==> src/rtl/uart_echo_fifo.sv <==
// uart_echo_fifo -- UART receiver feeding a FIFO that drains into a UART
// transmitter, so every good received word is echoed back on tx.
//
// Parameters
//   UART_BPS    line baud rate
//   CLK_FREQ    sys_clk frequency in Hz; BIT_CYC = CLK_FREQ/UART_BPS
//   DATA_BITS   data bits per frame (5..9)
//   FIFO_DEPTH  echo buffer entries (power of two, 2..256)
//   PARITY_ODD  0 = even, 1 = odd parity (only with UART_PARITY_EN)
//
// Ports
//   sys_clk     single clock, rising edge
//   sys_rst     synchronous active-high reset
//   rx          asynchronous serial input, idle high
//   tx          serial output, idle high
//   fifo_level  current FIFO occupancy (0..FIFO_DEPTH)
//   overflow    1-cycle pulse when a received word is dropped on a full FIFO
//   frame_err   1-cycle pulse on a bad stop bit
//   parity_err  1-cycle pulse on a parity mismatch (0 without parity)
//
// Build option: define UART_PARITY_EN to add one parity bit after the data
// on both directions and to check it on receive.
module uart_echo_fifo #(
  parameter int UART_BPS   = 9600,
  parameter int CLK_FREQ   = 50_000_000,
  parameter int DATA_BITS  = 8,
  parameter int FIFO_DEPTH = 16,
  parameter int PARITY_ODD = 0
) (
  input  logic                          sys_clk,
  input  logic                          sys_rst,
  input  logic                          rx,
  output logic                          tx,
  output logic [$clog2(FIFO_DEPTH):0]   fifo_level,
  output logic                          overflow,
  output logic                          frame_err,
  output logic                          parity_err
);

  localparam int BIT_CYC = CLK_FREQ / UART_BPS;
  localparam int CW      = (BIT_CYC > 2) ? $clog2(BIT_CYC) : 1;
  localparam int AW      = $clog2(FIFO_DEPTH);
  localparam int IW      = $clog2(DATA_BITS);
  localparam logic [CW-1:0] CNT_MID  = CW'(BIT_CYC / 2);
  localparam logic [CW-1:0] CNT_END  = CW'(BIT_CYC - 1);
  localparam logic [IW-1:0] IDX_END  = IW'(DATA_BITS - 1);
  localparam logic [AW:0]   LVL_FULL = (AW+1)'(FIFO_DEPTH);

  typedef enum logic [2:0] {
    S_IDLE, S_START, S_DATA,
`ifdef UART_PARITY_EN
    S_PARITY,
`endif
    S_STOP
  } state_t;

  // ---------------------------------------------------------------- rx sync
  logic       rx_s1, rx_s2, rx_d, rx_armed;
  logic [1:0] sync_vld;
  logic       start_edge;

  // sync_vld marks when rx_s2 holds a real sample rather than its reset
  // value; rx_armed then requires one genuine high before any start, so a
  // line held low across reset is not mistaken for a start bit.
  always_ff @(posedge sys_clk) begin
    if (sys_rst) begin
      rx_s1    <= 1'b1;
      rx_s2    <= 1'b1;
      rx_d     <= 1'b1;
      sync_vld <= 2'b00;
      rx_armed <= 1'b0;
    end else begin
      rx_s1    <= rx;
      rx_s2    <= rx_s1;
      rx_d     <= rx_s2;
      sync_vld <= {sync_vld[0], 1'b1};
      if (sync_vld[1] && rx_s2) rx_armed <= 1'b1;
    end
  end

  assign start_edge = rx_armed && rx_d && !rx_s2;

  // ---------------------------------------------------------------- rx fsm
  state_t                 rx_state, rx_next;
  logic [CW-1:0]          rx_cnt;
  logic [IW-1:0]          rx_idx;
  logic [DATA_BITS-1:0]   rx_shift;
  logic                   rx_mid, rx_end;
  logic                   rx_data_smp, rx_stop_smp;
  logic                   par_bad;
  logic                   wr_pend;
  logic [DATA_BITS-1:0]   wr_data;

  assign rx_mid = (rx_cnt == CNT_MID);
  assign rx_end = (rx_cnt == CNT_END);

  always_ff @(posedge sys_clk) begin
    if (sys_rst) begin
      rx_state  <= S_IDLE;
      rx_cnt    <= '0;
      rx_idx    <= '0;
      rx_shift  <= '0;
      wr_pend   <= 1'b0;
      wr_data   <= '0;
      frame_err <= 1'b0;
    end else begin
      rx_state <= rx_next;
      rx_cnt   <= (rx_next != rx_state || rx_end || rx_next == S_IDLE) ? '0 : rx_cnt + 1'b1;
      if (rx_state != S_DATA) rx_idx <= '0;
      else if (rx_end)        rx_idx <= rx_idx + 1'b1;
      if (rx_data_smp) rx_shift <= {rx_s2, rx_shift[DATA_BITS-1:1]};
      // word lands in the FIFO one cycle after the stop sample
      wr_pend   <= rx_stop_smp && rx_s2 && !par_bad;
      if (rx_stop_smp) wr_data <= rx_shift;
      frame_err <= rx_stop_smp && !rx_s2;
    end
  end

  always_comb begin
    rx_next = rx_state;
    case (rx_state)
      S_IDLE:   if (start_edge) rx_next = S_START;
      // start bit high at mid-bit is a glitch: back to idle silently
      S_START:  if (rx_mid && rx_s2) rx_next = S_IDLE;
                else if (rx_end)     rx_next = S_DATA;
`ifdef UART_PARITY_EN
      S_DATA:   if (rx_end && rx_idx == IDX_END) rx_next = S_PARITY;
      S_PARITY: if (rx_end) rx_next = S_STOP;
`else
      S_DATA:   if (rx_end && rx_idx == IDX_END) rx_next = S_STOP;
`endif
      // leave at the stop sample so the next start edge is caught promptly
      S_STOP:   if (rx_mid) rx_next = S_IDLE;
      default:  rx_next = S_IDLE;
    endcase
  end

  always_comb begin
    rx_data_smp = 1'b0;
    rx_stop_smp = 1'b0;
    case (rx_state)
      S_DATA:  rx_data_smp = rx_mid;
      S_STOP:  rx_stop_smp = rx_mid;
      default: ;
    endcase
  end

`ifdef UART_PARITY_EN
  localparam logic PAR_ODD = (PARITY_ODD != 0);
  logic rx_par_bad;

  always_ff @(posedge sys_clk) begin
    if (sys_rst) begin
      rx_par_bad <= 1'b0;
      parity_err <= 1'b0;
    end else begin
      if (rx_state == S_PARITY && rx_mid)
        rx_par_bad <= (^rx_shift) ^ rx_s2 ^ PAR_ODD;
      parity_err <= rx_stop_smp && rx_par_bad;
    end
  end
  assign par_bad = rx_par_bad;
`else
  logic unused_par;
  assign unused_par = (PARITY_ODD != 0);
  assign par_bad    = 1'b0;
  assign parity_err = 1'b0;
`endif

  // ---------------------------------------------------------------- fifo
  logic [DATA_BITS-1:0] mem [FIFO_DEPTH];
  logic [AW-1:0]        wptr, rptr;
  logic                 fifo_empty, fifo_full, fifo_wr, tx_pop;
  logic [DATA_BITS-1:0] fifo_rd_data;

  assign fifo_empty   = (fifo_level == '0);
  assign fifo_full    = (fifo_level == LVL_FULL);
  // a pop in the same cycle frees the slot, so a full FIFO can still accept
  assign fifo_wr      = wr_pend && (!fifo_full || tx_pop);
  assign fifo_rd_data = mem[rptr];

  always_ff @(posedge sys_clk) begin
    if (fifo_wr) mem[wptr] <= wr_data;
  end

  always_ff @(posedge sys_clk) begin
    if (sys_rst) begin
      wptr       <= '0;
      rptr       <= '0;
      fifo_level <= '0;
      overflow   <= 1'b0;
    end else begin
      overflow <= wr_pend && fifo_full && !tx_pop;
      if (fifo_wr) wptr <= wptr + 1'b1;
      if (tx_pop)  rptr <= rptr + 1'b1;
      case ({fifo_wr, tx_pop})
        2'b10:   fifo_level <= fifo_level + 1'b1;
        2'b01:   fifo_level <= fifo_level - 1'b1;
        default: ;
      endcase
    end
  end

  // ---------------------------------------------------------------- tx fsm
  state_t               tx_state, tx_next;
  logic [CW-1:0]        tx_cnt;
  logic [IW-1:0]        tx_idx;
  logic [DATA_BITS-1:0] tx_shift;
  logic                 tx_end;
`ifdef UART_PARITY_EN
  logic                 tx_par;
`endif

  assign tx_end = (tx_cnt == CNT_END);

  always_ff @(posedge sys_clk) begin
    if (sys_rst) begin
      tx_state <= S_IDLE;
      tx_cnt   <= '0;
      tx_idx   <= '0;
      tx_shift <= '0;
`ifdef UART_PARITY_EN
      tx_par   <= 1'b0;
`endif
    end else begin
      tx_state <= tx_next;
      tx_cnt   <= (tx_next != tx_state || tx_end || tx_state == S_IDLE) ? '0 : tx_cnt + 1'b1;
      if (tx_state != S_DATA) tx_idx <= '0;
      else if (tx_end)        tx_idx <= tx_idx + 1'b1;
      if (tx_pop)                             tx_shift <= fifo_rd_data;
      else if (tx_state == S_DATA && tx_end)  tx_shift <= tx_shift >> 1;
`ifdef UART_PARITY_EN
      if (tx_pop) tx_par <= (^fifo_rd_data) ^ PAR_ODD;
`endif
    end
  end

  always_comb begin
    tx_next = tx_state;
    case (tx_state)
      S_IDLE:   if (!fifo_empty) tx_next = S_START;
      S_START:  if (tx_end) tx_next = S_DATA;
`ifdef UART_PARITY_EN
      S_DATA:   if (tx_end && tx_idx == IDX_END) tx_next = S_PARITY;
      S_PARITY: if (tx_end) tx_next = S_STOP;
`else
      S_DATA:   if (tx_end && tx_idx == IDX_END) tx_next = S_STOP;
`endif
      // chain straight into the next start bit when more words wait
      S_STOP:   if (tx_end) tx_next = fifo_empty ? S_IDLE : S_START;
      default:  tx_next = S_IDLE;
    endcase
  end

  always_comb begin
    tx     = 1'b1;
    tx_pop = 1'b0;
    case (tx_state)
      S_IDLE:   tx_pop = !fifo_empty;
      S_START:  tx     = 1'b0;
      S_DATA:   tx     = tx_shift[0];
`ifdef UART_PARITY_EN
      S_PARITY: tx     = tx_par;
`endif
      S_STOP:   tx_pop = tx_end && !fifo_empty;
      default:  ;
    endcase
  end

endmodule

==> config.mk <==
export PLATFORM = sky130hd
export DESIGN_NAME = uart_echo_fifo
export DESIGN_NICKNAME = d
export VERILOG_FILES = /design/src/rtl/uart_echo_fifo.sv
export SDC_FILE = /design/constraint.sdc
export NUM_CORES = 1
export LEC_CHECK = 0
export CAP_MARGIN = 20
export CORE_ASPECT_RATIO = 0.5
export CORE_UTILIZATION = 56
export DETAILED_ROUTE_END_ITERATION = 7
export PLACE_DENSITY = 0.79
export SYNTH_ARGS = -nofsm -noshare
export SYNTH_HDL_FRONTEND = slang
export SYNTH_SLANG_ARGS = --single-unit
==> constraint.sdc <==
create_clock -name sys_clk -period 2.85 [get_ports sys_clk]
set_input_delay 0.57 -clock sys_clk [delete_from_list [all_inputs] [get_ports sys_clk]]
set_output_delay 0.57 -clock sys_clk [all_outputs]
set_load 0.01 [all_outputs]
# [Word-level counts from Yosys, hierarchy flattened]
# Memory sizes are Yosys's and may differ from the RTL's. A register that Yosys moved wholly into a read port is not among the register bits.
# Index checks and enable logic that the tools add are counted.
# W data, S select, Z words.
[classes] n_addsub=8 mul=0 div_mod_pow=0 order_cmp=0 n_eq_ne=18 shifts=0 muxes=24 bitwise=0 n_reduce_logical=32
[op_table] operator="$mux W3" count=9
[op_table] operator="$add A13 B1 Y13 const B" count=2
[op_table] operator="$eq A13 B13 Y1 const B" count=2
[op_table] operator="$pmux W3 S4" count=2
[op_table] operator="$mux W8" count=2
[op_table] operator="$eq A13 B12 Y1 const B" count=1
[op_table] operator="$logic_and A1 B1 Y1" count=13
[op_table] operator="$eq A3 B2 Y1 const B" count=4
[op_table] operator="$pmux W5 S2" count=1
[op_table] operator="$logic_not A3 Y1" count=3
[op_table] operator="$add A4 B1 Y4 const B" count=2
[op_table] operator="$mux W4" count=2
[op_table] operator="$reduce_or A2 Y1" count=4
[op_table] operator="$add A3 B1 Y3 const B" count=2
[op_table] operator="$eq A3 B1 Y1 const B" count=2
[op_table] operator="$eq A3 B3 Y1 const B" count=2
[op_table] operator="$mux W1" count=6
[op_table] operator="$ne A3 B2 Y1 const B" count=2
[op_table] operator="$ne A3 B3 Y1" count=2
[op_table] operator="$add A5 B1 Y5 const B" count=1
[op_table] operator="$eq A5 B5 Y1 const B" count=1
[op_table] operator="$logic_not A5 Y1" count=1
[op_table] operator="$logic_or A1 B1 Y1" count=5
[op_table] operator="$sub A5 B1 Y5 const B" count=1
[op_table] operator="5 further kinds" count=10
[totals] reg_bits=84 latchBits=0 mem_bits_rw=128 mem_bits_ro=0 inputBits=3 word_cells=104 n_memories=1
[memory_table] name="mem" words=16 word_bits=8 read_ports=1 rd_ports_with_merged_regs=1 write_ports=1 line_no="171" text="logic [DATA_BITS-1:0] mem [FIFO_DEPTH];"

# [Logic depth before layout (Yosys ltp)]
[depth] word_depth=8 depth_mapped=12

# [Least setup slack after synthesis]
# Ideal clock, no wire load.
[synth_path] kind="register to register" start="register fifo_level[0]" end="register fifo_level[4]" setup_ns=0.059 arrival_time_ns=2.881 required_time_ns=2.791 path_slack_ns=-0.090 stages_incl_launch_ff=12 path_buffers=1 period_less_slack_ns=2.940 cell_sequence="dfxtp_1 -> nor4_2 -> nand2_1 -> nand2_2 -> buf_2 -> nor2_1 -> fa_1 -> a21o_1 -> a21o_1 -> and4_1 -> o21ai_0 -> o211a_1"
[synth_between] elab_chain_cells=8 elab_cells_between_ends=14 classes_between="add/sub (2); eq/ne (3); mux (2); reduce/logical (7)"
[synth_rtl] item="start: declaration" line_no="34" text="output logic [$clog2(FIFO_DEPTH):0] fifo_level,"
[synth_rtl] item="start signal: assignment" line_no="197" text="2'b10: fifo_level <= fifo_level + 1'b1;"
[synth_rtl] item="start signal: assignment" line_no="198" text="2'b01: fifo_level <= fifo_level - 1'b1;"
[synth_rtl] item="$logic_not A5 Y1" line_no="176" text="assign fifo_empty = (fifo_level == '0);"
[synth_rtl] item="$logic_not A1 Y1" line_no="259, 265"
[synth_rtl] item="$logic_and A1 B1 Y1" line_no="265" text="S_STOP: tx_pop = tx_end && !fifo_empty;"
[synth_rtl] item="$pmux W1 S2" line_no="258" text="case (tx_state)"
[synth_rtl] item="$logic_or A1 B1 Y1" line_no="179" text="assign fifo_wr = wr_pend && (!fifo_full || tx_pop);"
[synth_rtl] item="$logic_and A1 B1 Y1" line_no="179"
[synth_rtl] item="$eq A2 B1 Y1 / $eq A2 B2 Y1 (equally long branches)" line_no="196" text="case ({fifo_wr, tx_pop})"
[synth_rtl] item="$pmux W5 S2 / $reduce_bool A2 Y1 (equally long branches)"
# Several ways; a longest one is shown, not always the timed one.
# A chain may end at the register's enable or synchronous reset.

# [Worst setup path in the final report]
[layout_path] start="register tx_cnt[0]" end="register fifo_level[3]"
[layout_between] elab_chain_cells=7 elab_cells_between_ends=9 classes_between="eq/ne (3); mux (2); reduce/logical (4)"
[layout_rtl] item="start: declaration" line_no="206" text="logic [CW-1:0] tx_cnt;"
[layout_rtl] item="start signal: assignment" line_no="227" text="tx_cnt <= (tx_next != tx_state || tx_end || tx_state == S_IDLE) ? '0 : tx_cnt + 1'b1;"
[layout_rtl] item="$eq A13 B13 Y1 (*)" line_no="214" text="assign tx_end = (tx_cnt == CNT_END);"
[layout_rtl] item="$logic_and A1 B1 Y1 (*)" line_no="265"
[layout_rtl] item="$pmux W1 S2 (*)" line_no="258"
[layout_rtl] item="$logic_or A1 B1 Y1" line_no="179"
[layout_rtl] item="$logic_and A1 B1 Y1" line_no="179"
[layout_rtl] item="$eq A2 B1 Y1 / $eq A2 B2 Y1 (equally long branches)" line_no="196"
[layout_rtl] item="$pmux W5 S2 / $reduce_bool A2 Y1 (equally long branches)"
# Mark *: on every way between the ends. The rest lies on a longest branch, timed or not.

==> metrics.txt <==
total grt overflow=0; Nets=727; TritonCTS clock tree=done; I/O pins=12; worst hold margin=390.4 ps; largest net degree at the start of global routing=40; clock buffer depth=3; setup_tns=0 ps; Die Footprint=16,650 um2; worst skew pair latency=500 ps; share of post-route cells with drive strength above 1=13.99%; Hold Vio Cnt, Final=0; CTS Sinks=216; outcome=finished clean; Die Wd=181.5 um; # port buffers=10; worst slew pin tran=970.8 ps; # DRC=0; commonest non-fill, non-tap cell in the layout=edfxtp_1; endpoints failing setup=0; Fmax=373.8 MHz; final core occ=65.14%; Avg Inst Size Synth=13.29 um2; RSZ-0062 raised after global routing=no; routed wire length=17,830 um; Worst EP arrival=3090 ps; GRT Resource Usage Total=22.58%; ANT cells=0; WL/cell=19.25 um; DR pass1 iterations=5; Die Y=91.75 um; Post-synth ARST share=0%; core area=15,570 um2; RD Place Congestion=0.8940; CP max FO=4; total power=7.683 mW; Final Max Slew Viols=0; Cell Pwr Density=757.3 nW/um2; CTS HTree Levels=1; Post-DP HPWL=11,390 um; Final WS setup=174.9 ps; Num CTS Buffers=20; critical path class=reg2reg; Cells after Synth=679; Root Buffer=clkbuf_16; via/cell ratio=5.969; Iter 0 DRT Violations=479; Final period util=93.86%; Tmin final=2675 ps; Max Cap Viol=0; Area Overhead vs Synth=12.47%; Synth cell types=70; Post-synth EDFFs=128; area of the mapped netlist=9021 um2; Initial Util=57.92%; Synth warnings=0; P_leak=3.623 nW; initial antenna violation count=0; antenna viol nets, final=0; Startpoint Class=flip-flop; Critical Path End Type=flip-flop; worst slack at placement=-5.610 ps; critical path required time=3260 ps; register area share after synthesis=62.14%; first-pass GRT wire length=28,970 um; Rel. slew slack=35.15%; Hold/Removal Path Class=reg2reg; FF+latch count, synth=216; worst vdd ir=504.2 uV; hold buffers post-CTS=0; number of global-route vias before repair=5,342; row cnt=32; top_reg_cell synth=edfxtp_1; Clock transition at path regs=70 ps; vias post-DR=5,527; commonest cells after routing, fill and taps aside=128 x edfxtp_1, 87 x dfxtp_1, 86 x nor2_1; Clock Skews=18.61 ps
==> where the power goes <==
part           switching (mW)  total, mW  internal [mW]
Sequential              0.151       3.52           3.37
Clock                    1.16       2.79           1.63
Combinational           0.687       1.37          0.683
==> final cells by class <==
type	instances	area, um2
Clock buffer	27	578.1
Clock inverter	9	115.1
Fill cell	1107	5429
Inverter	9	33.78
Multi-Input combinational cell	420	3217
Sequential cell	216	5607
Tap cell	204	255.2
Timing Repair Buffer	41	340.3
==> per-layer routing <==
layer	share of wire, %	vias up	wire [um]	track usage [%]
li1	-	2598	-	-
met2	46	173	8138	35.45
met5	0	-	0	0
met4	2.1	0	376	6.427
met1	45	2724	7986	31.89
met3	7.4	32	1326	4.845
==> repair_timing <==
item	4_1_cts	5_1_grt
gates cloned	0	0
gates resized for setup	1	3
endpoints found under the setup margin	1	3
buffers inserted	0	1
endpoints found under the hold margin	0	0
pin swaps	0	0
==> path summary, 6_finish.rpt <==
check                               start       endpoint  slack [ps]  cells after the start
worst max-delay path            tx_cnt[0]  fifo_level[3]         170                     11
worst min-delay path                rx_s1          rx_s2         390                      1
worst max register to register  tx_cnt[0]  fifo_level[3]         170                     11
worst min register to register      rx_s1          rx_s2         390                      1
==> stage by stage <==
step                      cell area [um2]  cells
after global routing                10150    926
final                               10150    926
after detailed placement             9432    889
after global placement               9432    889
after floorplan                      9037    681
after CTS                           10130    925
==> cell usage after synthesis, types with 3 or more instances <==
library cell    n  area share, %
a211oi_1        4           0.33
a21o_1          3           0.25
a21oi_1        12           0.67
a221oi_1       19            1.8
a22o_1          6           0.58
a31oi_1         5           0.35
and2_1          5           0.35
and3_1          7           0.49
and3b_1         3           0.29
and4_1          3           0.29
buf_2           6           0.33
buf_6           3           0.37
clkbuf_1       21           0.87
dfxtp_1        88             20
edfxtp_1      128             43
ha_1           15            2.1
inv_1           8           0.33
mux2i_1        49            5.4
mux4_2         22            5.5
nand2_1        34            1.4
nand2b_1        5           0.35
nand3_1        15           0.83
nand4_1         8           0.55
nor2_1         87            3.6
nor2b_1         5           0.35
nor3_1         15           0.83
nor4bb_1        4           0.44
o21ai_0        14           0.78
xnor2_1        12            1.2
xor2_1         21            2.0
==> critical path, cell delays in order, from the launching register on <==
cell and delay [ps]:
dfxtp_1 370, ha_2 220, and4b_1 250, a41o_1 290
nand2_2 100, nor2_4 140, ha_1 300, a21oi_2 200
nand4_1 180, a31oi_1 240, o31ai_1 110, a211oi_1 200
==> cell families (layout without fill, tap and decap cells) <==
family | Yosys count | count (layout) | synth area share, %
compound gates | 83 | 83 | 6.616
xor+xnor | 33 | 33 | 3.204
fa+ha+maj | 16 | 16 | 2.302
buf+inv | 45 | 86 | 2.538
flops | 216 | 216 | 62.14
mux | 72 | 72 | 11.05
other cells | 1 | 3 | 0.04157
simple gates | 213 | 213 | 12.11
==> registers in the layout, summed over array words and instances, names as in the netlist, 4 cells and up, named ones only <==
name	flops
mem	128
rx_cnt	13
tx_cnt	13
rx_shift	8
tx_shift	8
wr_data	8
fifo_level	5
rptr	4
wptr	4
No activity file was read; power rests on OpenSTA's default activity.
